## config.mk

```make
export PLATFORM = sky130hd
export DESIGN_NAME = usb_time_endpoint
export DESIGN_NICKNAME = d
export VERILOG_FILES = /design/src/rtl/usb_time_endpoint_pkg.sv /design/src/rtl/usb_time_endpoint.sv
export SDC_FILE = /design/constraint.sdc
export NUM_CORES = 1
export LEC_CHECK = 0
export BUFFER_PORTS_ARGS = -buffer_cell sky130_fd_sc_hd__clkbuf_2
export CAP_MARGIN = 10
export CORE_AREA = 2 2 103 105
export CTS_BUF_LIST = sky130_fd_sc_hd__clkbuf_4 sky130_fd_sc_hd__clkbuf_8 sky130_fd_sc_hd__clkbuf_16
export DETAILED_ROUTE_END_ITERATION = 10
export DIE_AREA = 0 0 105 107
export GPL_ROUTABILITY_DRIVEN = 0
export HOLD_SLACK_MARGIN = 0.02
export PLACE_DENSITY = 0.64
export SLEW_MARGIN = 5
export SYNTH_ARGS = -nofsm -noshare
export SYNTH_HDL_FRONTEND = slang
export SYNTH_SLANG_ARGS = --single-unit
export TNS_END_PERCENT = 50
```

## constraint.sdc

```tcl
create_clock -name clk -period 5.6 [get_ports clk]
set_input_delay 0.84 -clock clk [delete_from_list [all_inputs] [get_ports clk]]
set_output_delay 0.84 -clock clk [all_outputs]
set_load 0.05 [all_outputs]
```

## src/rtl/usb_time_endpoint_pkg.sv

```systemverilog
// Shared types for the time IN endpoint: BCD digits, snapshot layout,
// FSM states and the payload byte mux.
package usb_time_endpoint_pkg;

  typedef logic [3:0] bcd_t;

  localparam int EP_TIME_LEN = 8;
  localparam int ST_SYNC     = 7;
  localparam int ST_ERR      = 6;

  typedef enum logic {
    SNAP,
    SEND
  } ep_time_state_t;

  typedef struct packed {
    bcd_t [1:0] year;
    bcd_t [1:0] month;
    bcd_t [1:0] day;
    logic [2:0] dow;
    bcd_t [1:0] hour;
    bcd_t [1:0] minute;
    bcd_t [1:0] second;
    logic       sync;
    logic       err;
  } ep_snap_t;

  function automatic logic [7:0] ep_time_byte(
    input ep_snap_t   s,
    input logic [2:0] i,
    input logic [3:0] seq
  );
    logic [7:0] b;
    b = '0;
    case (i)
      3'd0: b = {s.year[1], s.year[0]};
      3'd1: b = {s.month[1], s.month[0]};
      3'd2: b = {s.day[1], s.day[0]};
      3'd3: b = {5'b0, s.dow};
      3'd4: b = {s.hour[1], s.hour[0]};
      3'd5: b = {s.minute[1], s.minute[0]};
      3'd6: b = {s.second[1], s.second[0]};
      default: begin
        b[ST_SYNC] = s.sync;
        b[ST_ERR]  = s.err;
        b[3:0]     = seq;
      end
    endcase
    return b;
  endfunction

endpackage

```

## src/rtl/usb_time_endpoint.sv

```systemverilog
// Time-of-day IN endpoint: snapshots the clock once per packet and
// streams it as 8 bytes to usb_sie, replaying the snapshot on abort.
module usb_time_endpoint
  import usb_time_endpoint_pkg::*;
#(
  parameter int SEQ_W = 4
) (
  input  logic       clk,
  input  logic       rst,
  input  bcd_t [1:0] year,
  input  bcd_t [1:0] month,
  input  bcd_t [1:0] day,
  input  logic [2:0] day_of_week,
  input  bcd_t [1:0] hour,
  input  bcd_t [1:0] minute,
  input  bcd_t [1:0] second,
  input  logic       dcf77_sync,
  input  logic       dcf77_error,
  input  logic       abort,
  output logic [7:0] endpi_data,
  output logic       endpi_valid,
  output logic       endpi_crc16,
  input  logic       endpi_ready
);

  localparam logic [2:0] LAST = 3'(EP_TIME_LEN - 1);

  ep_time_state_t state, state_d;
  ep_snap_t       snap, snap_d, live;
  logic [2:0]     idx, idx_d;
  logic [SEQ_W-1:0] seq, seq_d;
  logic [3:0]     seq_ext;
  logic [7:0]     data_q, data_d;
  logic           crc_q, crc_d;

  always_comb begin
    live.year   = year;
    live.month  = month;
    live.day    = day;
    live.dow    = day_of_week;
    live.hour   = hour;
    live.minute = minute;
    live.second = second;
    live.sync   = dcf77_sync;
    live.err    = dcf77_error;
  end

  always_comb begin
    seq_ext = '0;
    seq_ext[SEQ_W-1:0] = seq;
  end

  // abort wins over a same-cycle transfer so the packet replays intact
  always_comb begin
    state_d = state;
    snap_d  = snap;
    idx_d   = idx;
    seq_d   = seq;
    data_d  = data_q;
    crc_d   = crc_q;
    unique case (state)
      SNAP: begin
        snap_d  = live;
        idx_d   = '0;
        state_d = SEND;
        data_d  = ep_time_byte(live, 3'd0, seq_ext);
        crc_d   = 1'b0;
      end
      SEND: begin
        if (abort) begin
          idx_d  = '0;
          data_d = ep_time_byte(snap, 3'd0, seq_ext);
          crc_d  = 1'b0;
        end else if (endpi_ready) begin
          if (idx == LAST) begin
            seq_d   = seq + 1'b1;
            idx_d   = '0;
            state_d = SNAP;
            data_d  = '0;
            crc_d   = 1'b0;
          end else begin
            idx_d  = idx + 3'd1;
            data_d = ep_time_byte(snap, idx + 3'd1, seq_ext);
            crc_d  = (idx + 3'd1 == LAST);
          end
        end
      end
      default: state_d = SNAP;
    endcase
  end

  always_ff @(posedge clk) begin
    if (!rst) begin
      state  <= SNAP;
      snap   <= '0;
      idx    <= '0;
      seq    <= '0;
      data_q <= '0;
      crc_q  <= 1'b0;
    end else begin
      state  <= state_d;
      snap   <= snap_d;
      idx    <= idx_d;
      seq    <= seq_d;
      data_q <= data_d;
      crc_q  <= crc_d;
    end
  end

  assign endpi_valid = (state == SEND);
  assign endpi_data  = data_q;
  assign endpi_crc16 = crc_q;

endmodule

```

==> impl_metrics.py <==
metrics = {
    "finish": {
        "nets": 474,
        "diodes": 0,
        "final_cell_mix": "dfxtp_1, clkbuf_2, nor2b_1",
        "syn_to_final_growth_pct": 16.1,
        "layout-drive-gt1-share": 0.237,
        "nFillCells": 1064,
        "final_common_cell": "dfxtp_1",
    },
    "place": {
        "place_ws_ps": 3020,
        "place_hpwl_um": 5980,
        "portBuffers": 66,
    },
    "sta": {
        "max-slew-margin-rel": 0.246,
        "hold_violations": 0,
        "slew_viol_final": 0,
        "fin_crit_ps": 2640,
        "max_freq_ghz": 0.379,
        "finalSetupTns_ps": 0,
        "finalClockSkew_ps": 15.4,
        "period_share": 0.471,
        "tightestPinTransition_ps": 1130,
        "rsz0062_at_grt": "false",
        "setup_ws_ps": 2960,
        "setup_violations": 0,
    },
    "flow_run": {
        "cap_violations": 0,
    },
    "run_status": {
        "run_status": "completed",
    },
    "synthesis": {
        "syn_avg_cell_area_sq_um": 9.94,
        "synth_cells": 356,
        "ys_seq_area_frac": 0.396,
        "synth_edf_count": 0,
        "synth.cell_area_sq_um": 3540,
        "yosysWarnings": 0,
        "ys_types": 50,
        "synth_ff_type": "dfxtp_1",
        "synth.net_count": 422,
        "async_flop_share": 0,
        "ys_seq_elements": 70,
    },
    "grt": {
        "grt_pass1_vias": 2681,
        "grtUsageTotal": 0.159,
        "overflow": 0,
        "grt_max_degree": 71,
        "antenna_found_initial": 0,
        "grt_pass1_wl_um": 14000,
    },
    "clock_network": {
        "cts_buffer_depth": 2,
        "cts_resized": 0,
        "clk_pin_slew_ps": 80,
        "postCtsSetupRepairBufs": 0,
        "cts_tree": "done",
        "htree_levels": 3,
        "clockRootBuffer": "clkbuf_8",
        "clk_latency_ps": 360,
        "cts_buffers": 9,
        "clock_sinks": 70,
        "postCtsHoldBufs": 0,
    },
    "power": {
        "p_int_uw": 847,
        "p_seq_frac": 0.472,
        "switching_share": 0.268,
        "leakage_nw": 1.77,
        "combPwrFrac": 0.120,
        "power_density_nw_per_um2": 282,
        "p_sw_uw": 310,
        "peakVddDrop_v": 0.000124,
        "clockPowerShare": 0.408,
    },
    "floorplanning": {
        "core_sq_um": 10100,
        "rows": 37,
        "die_w_um": 105,
        "die-area_sq_um": 11200,
        "start_util": 0.351,
        "die_h_um": 107,
        "io_pins": 67,
    },
    "worst_setup_path": {
        "worstPathRequired_ps": 5830,
        "crit_type": "reg -> reg",
        "end_kind": "register",
        "rr_startpoint": "idx[1]",
        "critPathArrivalTime_ps": 2870,
        "path_max_fanout": 24,
        "startpoint_type": "register",
        "setup.worst_path.start": "idx[1]",
    },
    "drt": {
        "drtIter0Drc": 170,
        "drc": 0,
        "via_count": 2709,
        "dr.pass1.iters": 6,
        "wl_um": 8520,
        "wire_per_inst_um": 15.5,
        "ant_nets": 0,
        "vias_per_cell": 4.93,
    },
    "min_path": {
        "min_from": "endpi_crc16",
        "hold_class": "reg -> reg",
    },
}
[cells in the mapped netlist (all sizes together) (3+ instances only)]
library cell,count,area (sq um)
dfxtp,70,1400
nor2b,63,394
mux2i,51,510
buf,18,136
a21oi,13,65.1
o21ai,13,65.1
nand2,11,41.3
nand2b,10,62.6
ha,9,113
clkbuf,8,30.0
mux2,8,93.8
a21boi,7,52.6
nand3,7,35.0
nor2,6,22.5
a22oi,5,37.5
inv,5,18.8
a22o,4,35.0
a31oi,4,25.0
and2,4,25.0
nand4,4,25.0
o211ai,4,40.0
o221ai,4,35.0
o31ai,4,35.0
and3,3,18.8
xnor2,3,26.3
[critical path, stage by stage (launching register included)]
cell and delay [ps]:
dfxtp_1 380, ha_1 240, ha_1 920, and2b_4 320, o22a_1 240, o221ai_1 290, a31oi_1 110
[final timing paths]
path | slack, ps | endpoint | cells after the start
max | 2960 | endpi_data[3] | 6
min reg2reg | 470 | endpi_crc16 | 2
min | 470 | endpi_crc16 | 2
max reg2reg | 2960 | endpi_data[3] | 6
[stage by stage]
stage / instances / utilization / total power [mW] / hold slack [ps] / area (sq um)
after global placement: 533 / 0.385 / 0.696 / 472 / 3880
after detailed placement: 533 / 0.385 / 0.697 / 467 / 3880
after CTS: 549 / 0.407 / 1.17 / 480 / 4110
final: 549 / 0.407 / 1.16 / 473 / 4110
after floorplan: 356 / - / 0.654 / 449 / 3540
after global routing: 549 / 0.407 / 1.21 / 495 / 4110
[registers in the layout, summed over array words and instances (netlist names)]
| signal | count |
|---|---|
| idx | 3 |
| snap | 53 |
| endpi_crc16 | 1 |
| endpi_valid | 1 |
| endpi_data | 8 |
| seq | 4 |
[routing by layer]
layer  track usage  vias up  part of all wire
met2         0.242       74              0.45
li1              -     1362                 -
met3        0.0456       10             0.060
met4        0.0524        0             0.013
met5             0        -                 0
met1         0.216     1263              0.48
[power groups by stage]
stage / Sequential (mW) / Clock, mW / Combinational (mW)
floorplan: 0.565 / 0 / 0.0882
global placement: 0.558 / 0 / 0.138
detailed placement: 0.558 / 0 / 0.139
CTS: 0.546 / 0.481 / 0.140
global route: 0.550 / 0.505 / 0.153
finish: 0.546 / 0.472 / 0.139
[kinds of logic (layout without fill, tap and decap cells)]
family | Yosys count | in the layout | synth area share
adder cells (fa/ha/maj) | 9 | 9 | 0.0318
AO/OA/AOI/OAI | 69 | 69 | 0.145
multiplexers | 59 | 59 | 0.171
AND/OR/NAND/NOR | 115 | 115 | 0.197
flip-flops | 70 | 70 | 0.396
buffers and inverters | 31 | 88 | 0.0523
XOR/XNOR | 3 | 3 | 0.00743
[final cells by class]
type | instances | area (sq um) | area share
Inverter | 5 | 18.8 | 0.00457
Clock inverter | 7 | 104 | 0.0253
Clock buffer | 9 | 124 | 0.0301
Tap cell | 136 | 170 | 0.0414
Timing Repair Buffer | 67 | 338 | 0.0822
Sequential cell | 70 | 1400 | 0.341
Multi-Input combinational cell | 255 | 1950 | 0.475
No activity file was read; power rests on OpenSTA's default activity.
